### src/rtl/uart_cmd_parser.sv
// ASCII command-line parser between uart_rx and the watch control unit.
// Optional byte echo toward uart_tx is enabled by defining CMD_ECHO_EN.
module uart_cmd_parser #(
  parameter int unsigned MAX_LEN     = 8,
  parameter int unsigned TIMEOUT_CYC = 10_000_000
) (
  input  logic       clk,
  input  logic       rst,
  input  logic [7:0] i_rx_data,
  input  logic       i_rx_done,
`ifdef CMD_ECHO_EN
  output logic [7:0] o_tx_data,
  output logic       o_tx_start,
  input  logic       i_tx_busy,
`endif
  output logic [3:0] o_btn,
  output logic       o_mode,
  output logic       o_set_valid,
  output logic [4:0] o_set_hh,
  output logic [5:0] o_set_mm,
  output logic [5:0] o_set_ss,
  output logic       o_err
);

  localparam int unsigned LEN_W = $clog2(MAX_LEN + 1);
  localparam int unsigned CNT_W = $clog2(TIMEOUT_CYC);

  typedef enum logic [1:0] {IDLE, COLLECT, DISCARD} state_t;

  state_t           state_q, state_d;
  logic [LEN_W-1:0] len_q, len_d;
  logic [7:0]       buf_q [MAX_LEN];
  logic [7:0]       buf_d [MAX_LEN];
  logic [CNT_W-1:0] cnt_q, cnt_d;
  logic [3:0]       btn_q, btn_d;
  logic             mode_q, mode_d;
  logic             setv_q, setv_d;
  logic [4:0]       hh_q, hh_d;
  logic [5:0]       mm_q, mm_d;
  logic [5:0]       ss_q, ss_d;
  logic             err_q, err_d;

  logic [7:0] ch;
  logic       is_term;
  logic       expire;
  logic [3:0] dig [6];
  logic       all_dig;
  logic [6:0] hh7, mm7, ss7;

  assign ch      = (i_rx_data >= 8'h61 && i_rx_data <= 8'h7A) ? i_rx_data - 8'h20 : i_rx_data;
  assign is_term = (i_rx_data == 8'h0D) || (i_rx_data == 8'h0A);
  assign expire  = (state_q != IDLE) && !i_rx_done && (cnt_q == CNT_W'(TIMEOUT_CYC - 1));

  // Time-set field decode from buffer positions 1..6
  always_comb begin
    all_dig = 1'b1;
    for (int i = 0; i < 6; i++) begin
      dig[i] = 4'(buf_q[i+1] - 8'h30);
      if (buf_q[i+1] < 8'h30 || buf_q[i+1] > 8'h39) all_dig = 1'b0;
    end
    hh7 = 7'(dig[0]) * 7'd10 + 7'(dig[1]);
    mm7 = 7'(dig[2]) * 7'd10 + 7'(dig[3]);
    ss7 = 7'(dig[4]) * 7'd10 + 7'(dig[5]);
  end

  always_comb begin
    state_d = state_q;
    len_d   = len_q;
    buf_d   = buf_q;
    cnt_d   = (state_q == IDLE) ? '0 : cnt_q + CNT_W'(1);
    btn_d   = '0;
    mode_d  = 1'b0;
    setv_d  = 1'b0;
    err_d   = 1'b0;
    hh_d    = hh_q;
    mm_d    = mm_q;
    ss_d    = ss_q;
    if (i_rx_done) begin
      cnt_d = '0;
      case (state_q)
        IDLE: begin
          if (!is_term) begin
            buf_d[0] = ch;
            len_d    = LEN_W'(1);
            state_d  = COLLECT;
          end
        end
        COLLECT: begin
          if (is_term) begin
            len_d   = '0;
            state_d = IDLE;
            if (len_q == LEN_W'(1) && buf_q[0] == 8'h55)      btn_d = 4'b0001;
            else if (len_q == LEN_W'(1) && buf_q[0] == 8'h44) btn_d = 4'b0010;
            else if (len_q == LEN_W'(1) && buf_q[0] == 8'h4C) btn_d = 4'b0100;
            else if (len_q == LEN_W'(1) && buf_q[0] == 8'h52) btn_d = 4'b1000;
            else if (len_q == LEN_W'(1) && buf_q[0] == 8'h4D) mode_d = 1'b1;
            else if (len_q == LEN_W'(7) && buf_q[0] == 8'h54 && all_dig &&
                     hh7 < 7'd24 && mm7 < 7'd60 && ss7 < 7'd60) begin
              setv_d = 1'b1;
              hh_d   = 5'(hh7);
              mm_d   = 6'(mm7);
              ss_d   = 6'(ss7);
            end else begin
              err_d = 1'b1;
            end
          end else if (len_q < LEN_W'(MAX_LEN)) begin
            for (int i = 0; i < int'(MAX_LEN); i++)
              if (LEN_W'(i) == len_q) buf_d[i] = ch;
            len_d = len_q + LEN_W'(1);
          end else begin
            state_d = DISCARD;
          end
        end
        DISCARD: begin
          if (is_term) begin
            err_d   = 1'b1;
            len_d   = '0;
            state_d = IDLE;
          end
        end
        default: state_d = IDLE;
      endcase
    end else if (expire) begin
      err_d   = 1'b1;
      len_d   = '0;
      cnt_d   = '0;
      state_d = IDLE;
    end
  end

  always_ff @(posedge clk or posedge rst) begin
    if (rst) begin
      state_q <= IDLE;
      len_q   <= '0;
      cnt_q   <= '0;
      for (int i = 0; i < int'(MAX_LEN); i++) buf_q[i] <= '0;
      btn_q   <= '0;
      mode_q  <= 1'b0;
      setv_q  <= 1'b0;
      hh_q    <= '0;
      mm_q    <= '0;
      ss_q    <= '0;
      err_q   <= 1'b0;
    end else begin
      state_q <= state_d;
      len_q   <= len_d;
      cnt_q   <= cnt_d;
      buf_q   <= buf_d;
      btn_q   <= btn_d;
      mode_q  <= mode_d;
      setv_q  <= setv_d;
      hh_q    <= hh_d;
      mm_q    <= mm_d;
      ss_q    <= ss_d;
      err_q   <= err_d;
    end
  end

  assign o_btn       = btn_q;
  assign o_mode      = mode_q;
  assign o_set_valid = setv_q;
  assign o_set_hh    = hh_q;
  assign o_set_mm    = mm_q;
  assign o_set_ss    = ss_q;
  assign o_err       = err_q;

`ifdef CMD_ECHO_EN
  // One-entry echo holder; bytes arriving while it is full are dropped
  logic       echo_vld_q, echo_vld_d;
  logic [7:0] echo_data_q, echo_data_d;
  logic       tx_start_q, tx_start_d;
  logic [7:0] tx_data_q, tx_data_d;

  always_comb begin
    echo_vld_d  = echo_vld_q;
    echo_data_d = echo_data_q;
    tx_start_d  = echo_vld_q && !i_tx_busy;
    tx_data_d   = tx_data_q;
    if (tx_start_d) begin
      tx_data_d  = echo_data_q;
      echo_vld_d = 1'b0;
    end else if (i_rx_done && !echo_vld_q) begin
      echo_vld_d  = 1'b1;
      echo_data_d = i_rx_data;
    end
  end

  always_ff @(posedge clk or posedge rst) begin
    if (rst) begin
      echo_vld_q  <= 1'b0;
      echo_data_q <= '0;
      tx_start_q  <= 1'b0;
      tx_data_q   <= '0;
    end else begin
      echo_vld_q  <= echo_vld_d;
      echo_data_q <= echo_data_d;
      tx_start_q  <= tx_start_d;
      tx_data_q   <= tx_data_d;
    end
  end

  assign o_tx_start = tx_start_q;
  assign o_tx_data  = tx_data_q;
`endif

endmodule

### config.mk
export PLATFORM = sky130hd
export DESIGN_NAME = uart_cmd_parser
export DESIGN_NICKNAME = d
export VERILOG_FILES = /design/src/rtl/uart_cmd_parser.sv
export SDC_FILE = /design/constraint.sdc
export NUM_CORES = 1
export LEC_CHECK = 0
export CORE_MARGIN = 2
export CORE_UTILIZATION = 50
export DETAILED_ROUTE_END_ITERATION = 8
export PLACE_DENSITY_LB_ADDON = 0.3
export REMOVE_ABC_BUFFERS = 1
export SETUP_SLACK_MARGIN = 0.4
export SYNTH_ARGS = -nofsm -noshare
export SYNTH_HDL_FRONTEND = slang
export SYNTH_SLANG_ARGS = --single-unit
### constraint.sdc
create_clock -name clk -period 4.1 [get_ports clk]
set_input_delay 0.615 -clock clk [delete_from_list [all_inputs] [get_ports clk]]
set_output_delay 0.615 -clock clk [all_outputs]
set_load 0.01 [all_outputs]
**Word-level counts from Yosys, hierarchy flattened**

Cells that the tools add are included.

- Add/sub/neg operators: 12
- Div/mod/pow operators: 0
- Mux-type cells: 71
- Bitwise gates (word level): 6
- Eq/ne operators: 29
- Magnitude comparators: 18
- $mul: 3
- Shift-type cells: 0
- Reductions and logical operators: 37

Operator list:

| operator | count |
|---|---|
| $mux 64 | 2 |
| $mux 8 | 10 |
| $mux 24 | 3 |
| $mux 4 | 13 |
| $eq 8x7->1 const B | 6 |
| $gt 8x6->1 const B | 6 |
| $lt 8x6->1 const B | 6 |
| $reduce_and 5->1 | 8 |
| $mux 1 | 33 |
| $add 24x1->24 const B | 1 |
| $eq 24x24->1 const B | 1 |
| $sub 4x1->4 const B | 6 |
| $add 7x4->7 | 3 |
| $mul 4x3->6 const B | 3 |
| $eq 3x4->1 const A | 4 |
| $eq 8x4->1 const B | 2 |
| $pmux 8 s2 | 1 |
| $lt 7x6->1 const B | 2 |
| $logic_and 1x1->1 | 13 |
| $mux 2 | 6 |
| $pmux 4 s3 | 1 |
| $reduce_and 9->1 | 1 |
| $eq 2x4->1 const A | 2 |
| $ge 8x7->1 const B | 1 |
| other kinds (24) | 42 |

- Memory bits (read-only): 0
- Latch bits: 0
- Input port bits: 11
- Bits in writable memories: 0
- Memories kept: 0
- Logic and storage cells: 194
- Register bits: 118

**Depth between registers and ports, before layout**

Gate-level depths: netlist (run 1).

- Word-level depth: 21
- Mapped depth: 11

**Worst setup path after synthesis (run 1)**

Ideal clock, no wire load.

- Path type: register to register
- From: reg buf_q[33] in the netlist's numbering
- To: reg hh_q[4] (netlist: o_set_hh[4])
- Buffers on the path: 1
- Slack: 615 ps
- Period minus slack after synthesis: 3485 ps
- Data arrival time: 3360 ps
- Cell stages (with the launch flop): 12
- Cells stage by stage: dfrtp_1 > ha_1 > ha_1 > inv_1 > fa_1 > and3_1 > o211a_1 > maj3_1 > o21a_1 > nor4_4 > buf_8 > mux2_4

- Word-level cells in the longest chain between the ends: 11

Ends and longest elaborated chain:

| element | RTL line | RTL |
|---|---|---|
| from (decl) | 32 | `logic [7:0] buf_q [MAX_LEN];` |
| from (signal assigned) | 148 | `buf_q <= buf_d;` |
| branches (longest 8 deep; another with $add 7x4->7) | -- |  |
| $logic_and 1x1->1 * (2 in series) | 98 | `hh7 < 7'd24 && mm7 < 7'd60 && ss7 < 7'd60) begin` |
| $reduce_and 9->1 (no line) * | -- |  |
| to (signal assigned) | 152 | `hh_q <= hh_d;` |
| to (decl) | 38 | `logic [4:0] hh_q, hh_d;` |

Every way passes the cells marked *.
A chain may end at the register's enable or synchronous reset.

**Worst setup path in the final report (run 1)**

- From: reg buf_q[33] in the netlist's numbering
- To: reg mm_q[1] (netlist: o_set_mm[1])

- Word-level cells in the longest chain between the ends: 11

Ends and longest elaborated chain:

| element | RTL line | RTL |
|---|---|---|
| branches (longest 8 deep; another with $add 7x4->7) | -- |  |
| $logic_and 1x1->1 * (2 in series) | 98 |  |
| $reduce_and 9->1 (no line) * | -- |  |
| to (signal assigned) | 153 | `mm_q <= mm_d;` |
| to (decl) | 39 | `logic [5:0] mm_q, mm_d;` |

Marked as above.

==> results of run 1 <==
final cells by class:
type                            count  area, um2  share of cell area
Multi-Input combinational cell    368       2910               0.437
Tap cell                          143        179              0.0269
Timing Repair Buffer               42        413              0.0621
Sequential cell                   110       2750               0.414
Clock inverter                      6       68.8              0.0104
Clock buffer                       10        239              0.0359
Inverter                           23       88.8              0.0134
power groups by stage:
stage | clock network, uW | registers (uW) | logic, uW
2_1_floorplan | 0 | 1400 | 818
3_3_place_gp | 0 | 1440 | 987
3_5_place_dp | 0 | 1450 | 1040
4_1_cts | 922 | 1430 | 1040
5_1_grt | 969 | 1460 | 1170
6_report | 895 | 1430 | 1050
metal layers:
metal	vias up	track usage
li1	1913	-
met1	1956	0.264
met2	80	0.340
met3	20	0.0474
met4	0	0.0617
met5	-	0
through the flow:
stage	setup WS (ps)	power, uW	util
after floorplan	321	2220	-
after global placement	528	2430	0.558
after CTS	545	3400	0.585
after global routing	430	3600	0.585
after detailed placement	504	2490	0.558
final	535	3370	0.585
worst max-delay path by stage:
stage,endpoint,cells after the start,slack (ps),from
after floorplan,o_set_hh[0],10,320,buf_q[33]
after CTS,o_set_mm[1],11,550,buf_q[33]
after global placement,o_set_hh[0],8,530,i_rx_data[4]
after detailed placement,o_set_mm[1],8,500,i_rx_data[4]
final,o_set_mm[1],11,540,buf_q[33]
after global routing,o_set_hh[2],11,430,buf_q[33]
logic make-up after synthesis:
family | count (synthesis)
adders and majority gates | 35
muxes | 69
buffers and inverters | 35
DFF | 110
AOI/OAI and AO/OA | 54
and+or+nand+nor | 173
xor gates and xnor gates | 37
cells in the final DEF (no fill, tap or decap), drive strengths merged, types with 10 or more instances in the layout:
cell type,instances
a21oi,14
clkbuf,10
clkdlybuf4s50,34
dfrtp,110
ha,28
inv,25
mux2,64
nand2,27
nand3,28
nand4,14
nor2,40
nor3,12
o21ai,22
xnor2,16
xor2,21
critical path, stage by stage, from the launching register on:
cell and delay, ps:
dfrtp_1 440, ha_1 320, ha_1 190, inv_1 60, fa_1 480, and3_1 220, o211a_1 200, maj3_1 350
o21a_1 230, nor4_4 250, buf_4 330, mux2_2 380
flip-flops by register name (all words and copies together), names as in the netlist:
| register | flops |
|---|---|
| o_btn | 4 |
| state_q | 2 |
| o_mode | 1 |
| cnt_q | 24 |
| o_set_mm | 6 |
| o_set_valid | 1 |
| o_err | 1 |
| o_set_ss | 6 |
| len_q | 4 |
| o_set_hh | 5 |
| buf_q | 56 |
==> run_results.csv, run 1 <==
group,metric,value,unit
run_status,status,"finished clean",
clocking,ctsResizeCount,0,
clocking,cts-buffers-inserted,9,
synth,synthFlopType,"dfrtp_1",
grt,grt_max_degree,67,
placement,placed_cells,686,
critical_path,crit_arrival,3800,ps
synth,synth_top_family_by_area,"simple AND/OR/NAND/NOR gates",
die,io-pin-count,35,
route,topRoutingLayerUsed,"met4",
timing,report.final.slew_viol_count,0,
synth,avgSynthCellArea,11.3,um2
route,wl_per_cell,17.0,um
route,ant_nets,0,
timing,finalHoldViolCount,0,
power,p_switching,1120,uW
grt,grt_pass1_vias,4092,
die,die_h,112,um
synth,synth.distinct_cells,55,
die,num_rows,39,
clocking,clockBufferDepth,2,
placement,port_buffers,34,
route,drc,0,
clocking,cts_hold_buffers,0,
cells_and_area,stdcell_count,702,
route,drt-initial-drc-count,179,
placement,globalplace.congestion,0.854,
grt,track_usage,0.203,
route,vias,3969,
die,dieArea,12500,um2
critical_path,worstSetupStartpointType,"register",
worst_hold_path,hp-class,"reg2reg",
cells_and_area,diodes,0,
synth,synth-seq-area-share,0.473,
timing,setup_viol,0,
synth,synthesis.area,5820,um2
power,pwr-share-seq,0.425,
power,power.internal,2250,uW
route,wl_met1,5270,um
critical_path,r2r_start,"buf_q[33]",
synth,synthAdderAreaFrac,0.0826,
synth,synth_cells,513,
route,route.met3.wl,410,um
clocking,worstSkewPairLatency,360,ps
grt,antenna_found_initial,0,
route,wl_met2,5970,um
timing,fin_skew,10.5,ps
critical_path,required,4340,ps
synth,ys_seq_elements,110,
synth,yosysWarnings,0,
clocking,cts_tree,"built",
synth,synth_edf_count,0,
worst_hold_path,min_path_cells,2,
power,pwr_density_cell,508,nW/um2
placement,dp_hpwl,8700,um
run,drv_cap,0,
route,drt_wl_total,11900,um
power,clkPwrFrac,0.265,
critical_path,critPathCaptureType,"register",
critical_path,path_max_fanout,17,
clocking,clk_pin_slew_worst_paths,70,ps
route,drtPass1Iterations,4,
clocking,cts-root-buf,"clkbuf_16",
synth,synth_commonest_cells,"110 x dfrtp_1, 57 x mux2_2, 40 x nor2_1",
timing,rsz0062_at_grt,"false",
clocking,cts_sinks,110,
power,ir_drop,0.357,mV
grt,grt_pass1_wl,20200,um
synth,synth_async_sr_flop_share,1.00,
timing,fin_tns_setup,0,ps
power,swShare,0.333,
timing,fin_crit,3560,ps
synth,yosys-mux-area-fraction,0.137,
critical_path,rrSetupSlack,540,ps
synth,synth.area.top_cells,"dfrtp_1 47%, mux2_2 11%, ha_1 6.0%, xor2_1 3.2%, nor2_1 2.6%",
power,power_frac_comb,0.310,
placement,placed_area,6340,um2
cells_and_area,drive_above_1_share,0.174,
critical_path,path_class,"reg2reg",
die,core_area,11400,um2
worst_hold_path,worstHoldEndpoint,"buf_q[23]",
cells_and_area,syn2layout_area_growth,14.3,%
die,start_util,0.512,
synth,yosys.area.top_type,"dfrtp_1",
critical_path,reg2reg_depth,11,
timing,worst_pin_slew,820,ps
clocking,post-cts-setup-buffers,0,
cells_and_area,fill_cells,940,
worst_hold_path,hp-start,"buf_q[23]",
synth,synth-xor-area-share,0.0557,
synth,synth_compound_area_frac,0.0589,
cells_and_area,finalNetCount,599,
timing,post-route-period-util,0.869,
route,vias_per_cell,5.65,
die,die_w,112,um
timing,fmax,0.281,GHz
clocking,h-tree-depth,3,
synth,synth_top_area_share,0.473,
synth,yosys.area_share.simple,0.166,
grt,overflow,0,
synth,synth.most_common_cell,"dfrtp_1",
timing,slew_headroom,0.453,
cells_and_area,final_area,6650,um2
timing,whs,496,ps
power,p_leak,0.00306,uW
critical_path,rr_endpoint,"o_set_mm[1]",
Note: power is estimated with default switching activity, not from simulation.
==> inputs of run 2 (changes only) <==
--- a/config.mk
+++ b/config.mk
@@ -7,2 +7,3 @@
 export LEC_CHECK = 0
+export ABC_CLOCK_PERIOD_IN_PS = 4100
 export CORE_MARGIN = 2
@@ -11,3 +12,2 @@
 export PLACE_DENSITY_LB_ADDON = 0.3
-export REMOVE_ABC_BUFFERS = 1
 export SETUP_SLACK_MARGIN = 0.4
--- a/constraint.sdc
+++ b/constraint.sdc
@@ -3,2 +3,2 @@
 set_output_delay 0.615 -clock clk [all_outputs]
-set_load 0.01 [all_outputs]
+set_load 0.1 [all_outputs]
==> run_results.csv, run 2 (synthesis results as in run 1) <==
group,metric,value,unit
timing,post-route-period-util,0.861,
die,num_rows,39,
critical_path,rrSetupSlack,570,ps
grt,overflow,0,
critical_path,reg2reg_depth,11,
timing,fin_crit,3530,ps
critical_path,crit_path_frequent_cell,"ha_1",
route,ant_nets,0,
placement,place_ws,516,ps
clocking,cts-buffers-inserted,9,
cells_and_area,largest_reg_flops,56,
critical_path,required,4340,ps
run,drv_cap,0,
cells_and_area,reg_top3,"buf_q (56), cnt_q (24)",
cells_and_area,ff_latch_area,2750,um2
power,p_switching,1130,uW
worst_hold_path,hp-start,"buf_q[39]",
timing,setup_viol,0,
critical_path,critPathSlowestCell,"fa_1",
cells_and_area,top_register,"buf_q",
critical_path,worstSetupStartpointType,"register",
clocking,clk_pin_slew_worst_paths,70,ps
power,pwr-share-seq,0.424,
critical_path,r2r_start,"buf_q[33]",
timing,slew_headroom,0.340,
critical_path,cpPeakStageDelay,470,ps
die,core_area,11400,um2
grt,grt_max_degree,75,
power,power_frac_comb,0.313,
cells_and_area,drive_above_1_share,0.176,
clocking,ctsResizeCount,0,
route,drtPass1Iterations,4,
timing,fin_skew,11.1,ps
timing,worst_pin_slew,987,ps
die,die_h,112,um
clocking,cts_sinks,110,
cells_and_area,final_area,6670,um2
power,pwr_density_cell,508,nW/um2
worst_hold_path,min_path_cells,2,
clocking,worstSkewPairLatency,360,ps
die,die_w,112,um
die,io-pin-count,35,
cells_and_area,fill_cells,966,
clocking,h-tree-depth,3,
cells_and_area,final_cell_mix,"110 x dfrtp_1, 57 x mux2_2, 40 x nor2_1",
clocking,cts_hold_buffers,0,
power,p_leak,0.00307,uW
grt,antenna_found_initial,0,
critical_path,critPathCaptureType,"register",
cells_and_area,multi_input_area,2910,um2
clocking,clockBufferDepth,2,
power,clkPwrFrac,0.263,
power,power,3390,uW
worst_hold_path,hp-class,"reg2reg",
worst_hold_path,worstHoldEndpoint,"buf_q[39]",
timing,layout_setup_ws,568,ps
route,vias,4040,
critical_path,rr_endpoint,"o_set_mm[1]",
die,start_util,0.512,
clocking,cts-root-buf,"clkbuf_16",
route,drt_wl_total,11800,um
timing,finalHoldViolCount,0,
placement,port_buffers,34,
power,swShare,0.335,
critical_path,crit_arrival,3770,ps
grt,grt_pass1_wl,19800,um
timing,rsz0062_at_grt,"false",
timing,fin_tns_setup,0,ps
placement,globalplace.congestion,0.902,
clocking,post-cts-setup-buffers,0,
route,drt-initial-drc-count,181,
cells_and_area,finalNetCount,602,
power,ir_drop,0.365,mV
cells_and_area,layout_commonest_cell,"dfrtp_1",
synth,syn_nets,558,
route,drc,0,
route,wl_per_cell,16.8,um
die,dieArea,12500,um2
timing,report.final.slew_viol_count,0,
placement,placed_area,6350,um2
grt,track_usage,0.199,
route,vias_per_cell,5.73,
cells_and_area,diodes,0,
power,power.internal,2250,uW
cells_and_area,fin_util,0.586,
clocking,cts_tree,"built",
critical_path,path_class,"reg2reg",
placement,dp_hpwl,8690,um
run_status,status,"finished clean",
critical_path,path_max_fanout,17,
timing,fmax,0.283,GHz
grt,grt_pass1_vias,3964,
critical_path,worstPathCellList,"ha_1 -> ha_1 -> inv_1 -> fa_1 -> and3_1 -> o211a_1 -> maj3_1 -> o21a_1 -> nor4_4 -> buf_8 -> mux2_2",
cells_and_area,syn2layout_area_growth,14.6,%
-- run 2: through the flow --
stage	hold slack, ps	instances
after floorplan	450	513
after global placement	463	689
after detailed placement	475	689
after CTS	491	705
after global routing	523	705
final	492	705
-- run 2: area by class of cell --
class,count,area share
clock inverters,5,0.00957
clock buffers,11,0.0364
flip-flops and latches,110,0.413
well taps,143,0.0268
repair buffers,45,0.0646
inverters,23,0.0133
multi-input cells,368,0.436
-- run 2: worst max-delay path by stage --
stage / from / endpoint / slack, ps
4_1_cts: buf_q[33] / o_set_mm[1] / 490
6_report: buf_q[33] / o_set_mm[1] / 570
3_5_place_dp: buf_q[33] / o_set_mm[1] / 520
3_3_place_gp: buf_q[33] / o_set_mm[1] / 630
2_1_floorplan: rst / buf_q[10] / 580
5_1_grt: buf_q[33] / o_set_mm[3] / 410
-- run 2: power groups by stage --
stage | Combinational [uW] | Clock [uW] | Sequential [uW]
2_1_floorplan | 831 | 0 | 1400
3_3_place_gp | 1000 | 0 | 1440
3_5_place_dp | 1050 | 0 | 1450
4_1_cts | 1060 | 911 | 1430
5_1_grt | 1180 | 953 | 1470
6_report | 1060 | 889 | 1440
-- run 2: worst max-delay path: cells and delay by family (launching register included) --
kind / cells / cell delay [ps]
AO/OA/AOI/OAI: 2 / 450
adder cells (fa/ha/maj): 4 / 1330
buffers and inverters: 2 / 310
flip-flops: 1 / 440
multiplexers: 1 / 360
AND/OR/NAND/NOR: 2 / 530
-- run 2: per-layer routing --
metal	vias to the layer above	routed length, um	global-route usage
li1	1924	-	-
met1	2028	5480	0.270
met2	71	5670	0.318
met3	17	481	0.0528
met4	0	187	0.0593
met5	-	0	0
